<file path="src/rtl/io_uart_tx_port_pkg.sv">
// Shared constants for the CPU-facing UART transmit port: register offsets,
// STATUS/CONTROL bit positions and transmitter state encoding.
package io_uart_tx_port_pkg;

  localparam logic [7:0] REG_DATA = 8'd0;
  localparam logic [7:0] REG_CTRL = 8'd1;

  localparam int STAT_EMPTY   = 0;
  localparam int STAT_FULL    = 1;
  localparam int STAT_BUSY    = 2;
  localparam int STAT_OVF     = 3;
  localparam int STAT_CNT_LSB = 4;

  localparam int CTRL_TXEN  = 0;
  localparam int CTRL_FLUSH = 1;

  typedef enum logic [1:0] {
    ST_IDLE  = 2'd0,
    ST_START = 2'd1,
    ST_DATA  = 2'd2,
    ST_STOP  = 2'd3
  } tx_state_e;

endpackage

</file>
<file path="src/rtl/io_tx_fifo.sv">
// Small synchronous FIFO with flush; a push while full is dropped and a flush
// overrides any same-cycle push or pop.
module io_tx_fifo #(
  parameter int DEPTH = 8,
  parameter int DW    = 8
) (
  input  logic                     clk,
  input  logic                     rst,
  input  logic                     push_i,
  input  logic                     pop_i,
  input  logic                     flush_i,
  input  logic [DW-1:0]            din_i,
  output logic [DW-1:0]            dout_o,
  output logic                     full_o,
  output logic                     empty_o,
  output logic [$clog2(DEPTH):0]   count_o
);

  localparam int AW = $clog2(DEPTH);

  logic [DW-1:0] mem_q [DEPTH];
  logic [AW-1:0] wr_ptr_q, rd_ptr_q;
  logic [AW:0]   count_q;
  logic          push_ok, pop_ok;

  assign full_o  = (count_q == (AW+1)'(DEPTH));
  assign empty_o = (count_q == '0);
  assign count_o = count_q;
  assign dout_o  = mem_q[rd_ptr_q];
  assign push_ok = push_i && !full_o && !flush_i;
  assign pop_ok  = pop_i && !empty_o && !flush_i;

  // Power-of-two depth lets the pointers wrap naturally.
  always_ff @(posedge clk) begin
    if (rst || flush_i) begin
      wr_ptr_q <= '0;
      rd_ptr_q <= '0;
      count_q  <= '0;
    end else begin
      if (push_ok) wr_ptr_q <= wr_ptr_q + 1'b1;
      if (pop_ok)  rd_ptr_q <= rd_ptr_q + 1'b1;
      case ({push_ok, pop_ok})
        2'b10:   count_q <= count_q + 1'b1;
        2'b01:   count_q <= count_q - 1'b1;
        default: count_q <= count_q;
      endcase
    end
  end

  for (genvar gi = 0; gi < DEPTH; gi++) begin : g_entry
    always_ff @(posedge clk) begin
      if (push_ok && (wr_ptr_q == AW'(gi))) mem_q[gi] <= din_i;
    end
  end

endmodule

</file>
<file path="src/rtl/io_uart_tx_port.sv">
// CPU I/O-port responder: DATA/STATUS and CONTROL registers in front of a TX
// FIFO feeding an 8N1 UART serialiser.
module io_uart_tx_port
  import io_uart_tx_port_pkg::*;
#(
  parameter logic [7:0] BASE_ID      = 8'h10,
  parameter int         CLKS_PER_BIT = 16,
  parameter int         FIFO_DEPTH   = 8
) (
  input  logic       clk,
  input  logic       rst,
  input  logic [7:0] io_output,
  input  logic [7:0] io_output_id,
  input  logic       io_wr_stb,
  input  logic [7:0] io_input_id,
  input  logic       io_rd_stb,
  output logic [7:0] io_input,
  output logic       tx
);

  localparam logic [7:0] DATA_ID = BASE_ID + REG_DATA;
  localparam logic [7:0] CTRL_ID = BASE_ID + REG_CTRL;
  localparam int CW = $clog2(FIFO_DEPTH) + 1;
  localparam int BW = $clog2(CLKS_PER_BIT);
  localparam logic [BW-1:0] BAUD_LOAD = BW'(CLKS_PER_BIT - 1);

  tx_state_e     state_q, state_d;
  logic [BW-1:0] baud_q, baud_d;
  logic [2:0]    bit_idx_q, bit_idx_d;
  logic [7:0]    shift_q, shift_d;
  logic          tx_q, tx_d;
  logic          txen_q, ovf_q;

  logic          wr_data, wr_ctrl, flush, rd_status, ovf_set, pop, tick;
  logic          fifo_full, fifo_empty;
  logic [7:0]    fifo_dout;
  logic [CW-1:0] fifo_count;
  logic [7:0]    status;

  assign wr_data   = io_wr_stb && (io_output_id == DATA_ID);
  assign wr_ctrl   = io_wr_stb && (io_output_id == CTRL_ID);
  assign flush     = wr_ctrl && io_output[CTRL_FLUSH];
  assign rd_status = io_rd_stb && (io_input_id == DATA_ID);
  assign ovf_set   = wr_data && fifo_full;
  assign tick      = (baud_q == '0);
  assign tx        = tx_q;

  io_tx_fifo #(.DEPTH(FIFO_DEPTH), .DW(8)) u_fifo (
    .clk     (clk),
    .rst     (rst),
    .push_i  (wr_data),
    .pop_i   (pop),
    .flush_i (flush),
    .din_i   (io_output),
    .dout_o  (fifo_dout),
    .full_o  (fifo_full),
    .empty_o (fifo_empty),
    .count_o (fifo_count)
  );

  always_comb begin
    status = '0;
    status[STAT_EMPTY] = fifo_empty;
    status[STAT_FULL]  = fifo_full;
    status[STAT_BUSY]  = (state_q != ST_IDLE);
    status[STAT_OVF]   = ovf_q;
    status[STAT_CNT_LSB +: 4] = 4'(fifo_count);
    if (io_input_id == DATA_ID)      io_input = status;
    else if (io_input_id == CTRL_ID) io_input = {7'b0, txen_q};
    else                             io_input = 8'h00;
  end

  always_ff @(posedge clk) begin
    if (rst) begin
      state_q   <= ST_IDLE;
      baud_q    <= BAUD_LOAD;
      bit_idx_q <= '0;
      shift_q   <= '0;
      tx_q      <= 1'b1;
      txen_q    <= 1'b0;
      ovf_q     <= 1'b0;
    end else begin
      state_q   <= state_d;
      baud_q    <= baud_d;
      bit_idx_q <= bit_idx_d;
      shift_q   <= shift_d;
      tx_q      <= tx_d;
      if (wr_ctrl) txen_q <= io_output[CTRL_TXEN];
      // A new overflow in the same cycle as the STATUS read survives the clear.
      ovf_q <= rd_status ? ovf_set : (ovf_q | ovf_set);
    end
  end

  always_comb begin
    state_d = state_q;
    pop     = 1'b0;
    case (state_q)
      ST_IDLE: begin
        if (txen_q && !fifo_empty) begin
          state_d = ST_START;
          pop     = 1'b1;
        end
      end
      ST_START: if (tick) state_d = ST_DATA;
      ST_DATA:  if (tick && (bit_idx_q == 3'd7)) state_d = ST_STOP;
      ST_STOP: begin
        if (tick) begin
          if (txen_q && !fifo_empty) begin
            state_d = ST_START;
            pop     = 1'b1;
          end else begin
            state_d = ST_IDLE;
          end
        end
      end
      default: state_d = ST_IDLE;
    endcase
  end

  always_comb begin
    baud_d    = (state_q == ST_IDLE || tick) ? BAUD_LOAD : baud_q - 1'b1;
    bit_idx_d = (state_q == ST_DATA) ? (tick ? bit_idx_q + 3'd1 : bit_idx_q) : 3'd0;
    shift_d   = shift_q;
    if (pop) shift_d = fifo_dout;
    else if (state_q == ST_DATA && tick) shift_d = {1'b0, shift_q[7:1]};
  end

  // tx is registered, so the line lags the state register by one cycle.
  always_comb begin
    case (state_q)
      ST_START: tx_d = 1'b0;
      ST_DATA:  tx_d = shift_q[0];
      default:  tx_d = 1'b1;
    endcase
  end

endmodule

</file>
<file path="config.mk">
export PLATFORM = sky130hd
export DESIGN_NAME = io_uart_tx_port
export DESIGN_NICKNAME = d
export VERILOG_FILES = /design/src/rtl/io_uart_tx_port_pkg.sv /design/src/rtl/io_tx_fifo.sv /design/src/rtl/io_uart_tx_port.sv
export SDC_FILE = /design/constraint.sdc
export NUM_CORES = 1
export LEC_CHECK = 0
export CAP_MARGIN = 30
export CORE_UTILIZATION = 60
export DETAILED_ROUTE_END_ITERATION = 10
export DONT_BUFFER_PORTS = 1
export GPL_TIMING_DRIVEN = 0
export PLACE_DENSITY = 0.76
export SYNTH_ARGS = -nofsm -noshare
export SYNTH_HDL_FRONTEND = slang
export SYNTH_SLANG_ARGS = --single-unit
</file>
<file path="constraint.sdc">
create_clock -name clk -period 5 [get_ports clk]
set_input_delay 1.25 -clock clk [delete_from_list [all_inputs] [get_ports clk]]
set_output_delay 1.25 -clock clk [all_outputs]
set_load 0.1 [all_outputs]
</file>
==> results.md, run 1 <==
- Outcome: finished, final reports clean
- First-pass GRT wire length: approximately 12000 microns
- Reg2reg start: state_q[1]$_SDFFE_PP0P_
- CTS clk-pin slew, worst paths: roughly 100 ps
- Filler cell count: between 500 and 600
- Port bufs: 0
- Initial cell density of the core: approximately 62%
- Post-synth top area cell: edfxtp_1
- CTS H-tree depth: 3
- Area contributors post-synth: edfxtp_1 (45%), dfxtp_1 (16%), mux4_2 (8.5%)
- Distinct cells, synth: 49
- Fin nets: between 300 and 400
- DP HPWL: roughly 5000 microns
- Max incr delay on CP: around 810 ps
- Via count: ~2400
- First-pass iteration count of the detailed router: 4
- Setup bufs post-CTS: 0
- Setup total negative slack: 0 ps
- Internal power: 0.00109 W
- CTS root buffer: clkbuf_8
- Sink of the worst hold path: baud_q[0]$_SDFF_PP1_
- GRT Residual Overflow: 0
- Design area: between 4000 and 5000 sq um
- GRT Util Overall: a little over a fifth
- Ratio of final minimum period to clock period: between 80% and 90%
- Worst min-delay path startpoint: baud_q[0]$_SDFF_PP1_
- Leading cell type by number of instances after synthesis: edfxtp_1
- Antenna Nets Post-Route: 0
- WHS Path Cells: 1
- Diodes inserted: 0
- Placement Cell Area: between 4000 and 5000 sq um
- Slowest stage cell, crit path: and2_1
- Slew Limit Fails: 0
- R2R setup slack: 2040 ps
- Die Y: around 86 microns
- Minimum clock period: 4020 ps
- Bufs and invs on worst path: 0
- Largest net degree at the start of global routing: 22
- # IOs: 37
- FF-to-FF path depth: 12
- Vias in the first global route: roughly 2400
- Maximum VDD drop: approximately 250 uV
- Top cell type's share of synthesized area: a little under half
- Row cnt: 30
- Synth Net Count: ~350
- MaxCap Viol Count: 0
- Wire per inst: ~17 microns
- Initial DRC Count: 120
- Post-Place Cells: 400
- Synthesized area per cell: approximately 14 sq um
- Reg power frac: slightly above 60%
- Clk network pwr share: a little over a third
- Die width: approximately 86 microns
- Syn Std Cell Area: roughly 4300 sq um
- Sw Pwr: around 0.00035 W
- Fin util: between 60% and 70%
- Die Area: about 7400 sq um
- Ys async rst share: 0%
- Sw Share: 24.5%
- Clock sink count: 97
- CP Launch Point: io_input_id[6]
- Clk_lat worst skew: 370 ps
- Power Total: 0.00144 W
- Worst Path Arrival: 2770 ps
- Worst Clk Skew: 9.48 ps
- Slew headroom: between 30% and 40%
- Setup violations, final: 0
- Unrepaired setup endpoints after global routing: no
- Kind of cell adding the most delay to the critical path: simple AND/OR/NAND/NOR gates
- Synth Register Bits: 97
- Vias/cell: approximately 5.8
- Pleak: between 1.5 and 2 nW
- Mapped Cells: approximately 300
- HP Class: reg -> reg
- Sequential area share after synthesis: between 60% and 70%
- Routability congestion estimate: roughly 0.74
- Commonest cells post-synth: edfxtp_1 (64), dfxtp_1 (33), nand2_1 (21)
- PD cells: approximately 310 nW/um^2
- Ys flop type: edfxtp_1
- Slew @ Worst Pin: between 900 and 1000 ps
- Total Routed Length: 7240 microns
- Crit-path max FO: 5
- Post_cts resized: 0
- Initial antenna violation count: 0
- DRC: 0
- CTS tree: built
- RR Endpoint: u_fifo.count_o[2]$_SDFFE_PP0P_
- Num CTS Buffers: 9
- Fin cells: between 400 and 500
- Combinational power share: 3.9%
- Ys Warns: 0
- CP endpoint kind: output pin
- Post-synth EDFFs: 64
- Critical Path RT: about 3800 ps
- Floorplan Core Area: a little under 7000 sq um
- Hold Vio Cnt, Final: 0
- Share of layout cells above drive strength 1: between 20% and 30%
- Startpoint Class: primary input
- Area Overhead vs Synth: 9.01%
- Worst-case clock buffer depth: 2
- F_max: approximately 250 MHz
- Worst-path cell chain: nor4_1 -> nand2_1 -> nor2_1 -> and2_1
- Hold Buf Count CTS: 0
- CP Class: in -> out
power groups by stage:
stage / sequential [W] / combinational [W] / clock, W
2_1_floorplan: 0.000892 / 0.0000442 / 0
3_5_place_dp: 0.000893 / 0.0000544 / 0
5_1_grt: 0.000876 / 0.0000624 / 0.000553
3_3_place_gp: 0.000893 / 0.0000514 / 0
4_1_cts: 0.000875 / 0.0000552 / 0.000517
6_report: 0.000875 / 0.0000558 / 0.000507
per-layer routing:
metal / track usage [%] / vias up / wire length, microns
met5: 0 / - / 0
met4: 5.91 / 0 / 72
met3: 5.90 / 7 / 259
met2: 36.9 / 31 / 3720
met1: 28.1 / 1201 / 3180
li1: - / 1156 / -
placed cells by master (no fill, tap or decap), types with 4 or more instances in the layout:
| master | synthesis | routed |
|---|---|---|
| clkbuf_1 | 5 | 5 |
| dfxtp_1 | 33 | 33 |
| a21oi_1 | 6 | 6 |
| mux2i_1 | 10 | 10 |
| nor2_1 | 19 | 16 |
| a211oi_1 | 8 | 8 |
| xnor2_1 | 4 | 4 |
| clkbuf_8 | 0 | 9 |
| and2_1 | 6 | 6 |
| buf_2 | 5 | 5 |
| and3_2 | 6 | 6 |
| a311oi_1 | 7 | 7 |
| edfxtp_1 | 64 | 64 |
| nand2b_1 | 5 | 5 |
| nand2_1 | 21 | 21 |
| nor2b_1 | 7 | 7 |
| o21ai_0 | 4 | 4 |
| inv_1 | 13 | 13 |
| xor2_1 | 4 | 4 |
| ha_1 | 19 | 19 |
| mux4_2 | 16 | 16 |
through the flow:
step	hold slack, ps	worst slack, ps
global placement	384	695
finish	409	976
floorplan	372	752
detailed placement	388	983
CTS	411	976
global route	434	831
area by class of cell:
| type | instances | area (sq um) | area share (%) |
|---|---|---|---|
| inverter | 13 | 48.8 | 1.05 |
| buffer | 14 | 85.1 | 1.84 |
| clock buffer | 9 | 124 | 2.67 |
| sequential | 97 | 2580 | 55.7 |
| multi-input combinational | 177 | 1540 | 33.3 |
| timing repair buffer | 3 | 45.0 | 0.972 |
| clock inverter | 7 | 86.3 | 1.86 |
| tap | 96 | 120 | 2.59 |
how the worst max path moves through the flow:
| stage | to | slack, ps | cells after the start |
|---|---|---|---|
| final | io_input[6] | 980 | 4 |
| after detailed placement | io_input[6] | 980 | 4 |
| after global placement | io_input[1] | 690 | 3 |
| after floorplan | io_input[1] | 750 | 3 |
| after CTS | io_input[6] | 980 | 4 |
| after global routing | io_input[3] | 830 | 4 |
logic make-up (layout without fill, tap and decap cells):
kind of cell | count (synthesis) | in the layout | synth area share, %
fa+ha+maj | 19 | 19 | 5.59
simple gates | 89 | 89 | 11.8
mux | 26 | 26 | 10.8
xor+xnor | 8 | 8 | 1.65
buf+inv | 27 | 46 | 3.15
compound gates | 35 | 35 | 6.27
flops | 97 | 97 | 60.7
registers in the layout (all words and copies together), names as in the netlist, named ones only:
register and cells:
baud_q 4, bit_idx_q 3, ovf_q 1, shift_q 8, state_q 2, tx 1, txen_q 1, u_fifo.count_o 4
u_fifo.mem_q 64, u_fifo.rd_ptr_q 3, u_fifo.wr_ptr_q 3
worst reg2reg max path: stages, from the launching register on:
cell      delay, ps
dfxtp_1         400
ha_1            220
nor4bb_1        370
o211ai_2        140
buf_2           210
a31oi_1         260
ha_1            310
xor2_1          180
ha_1            160
a21oi_1          50
xor2_1          150
or3_1           310
a21oi_1         140
Note: power is estimated with default switching activity, not from simulation.
==> inputs of run 2 (changes only) <==
==> constraint.sdc (replaced) <==
create_clock -name clk -period 3.75 [get_ports clk]
set_input_delay 0.9375 -clock clk [delete_from_list [all_inputs] [get_ports clk]]
set_output_delay 0.9375 -clock clk [all_outputs]
set_load 0.1 [all_outputs]
==> results of run 2 <==
The final DEF is identical to that of run 1. Status: finished, final reports clean.
Main changes from that run: setup slack after placement 983 ps -> 303 ps; setup slack after layout 976 ps -> 351 ps; register-to-register setup slack 2040 ps -> 790 ps; total power 0.00144 W -> 0.00192 W; worst IR drop on VDD 248 uV -> 331 uV
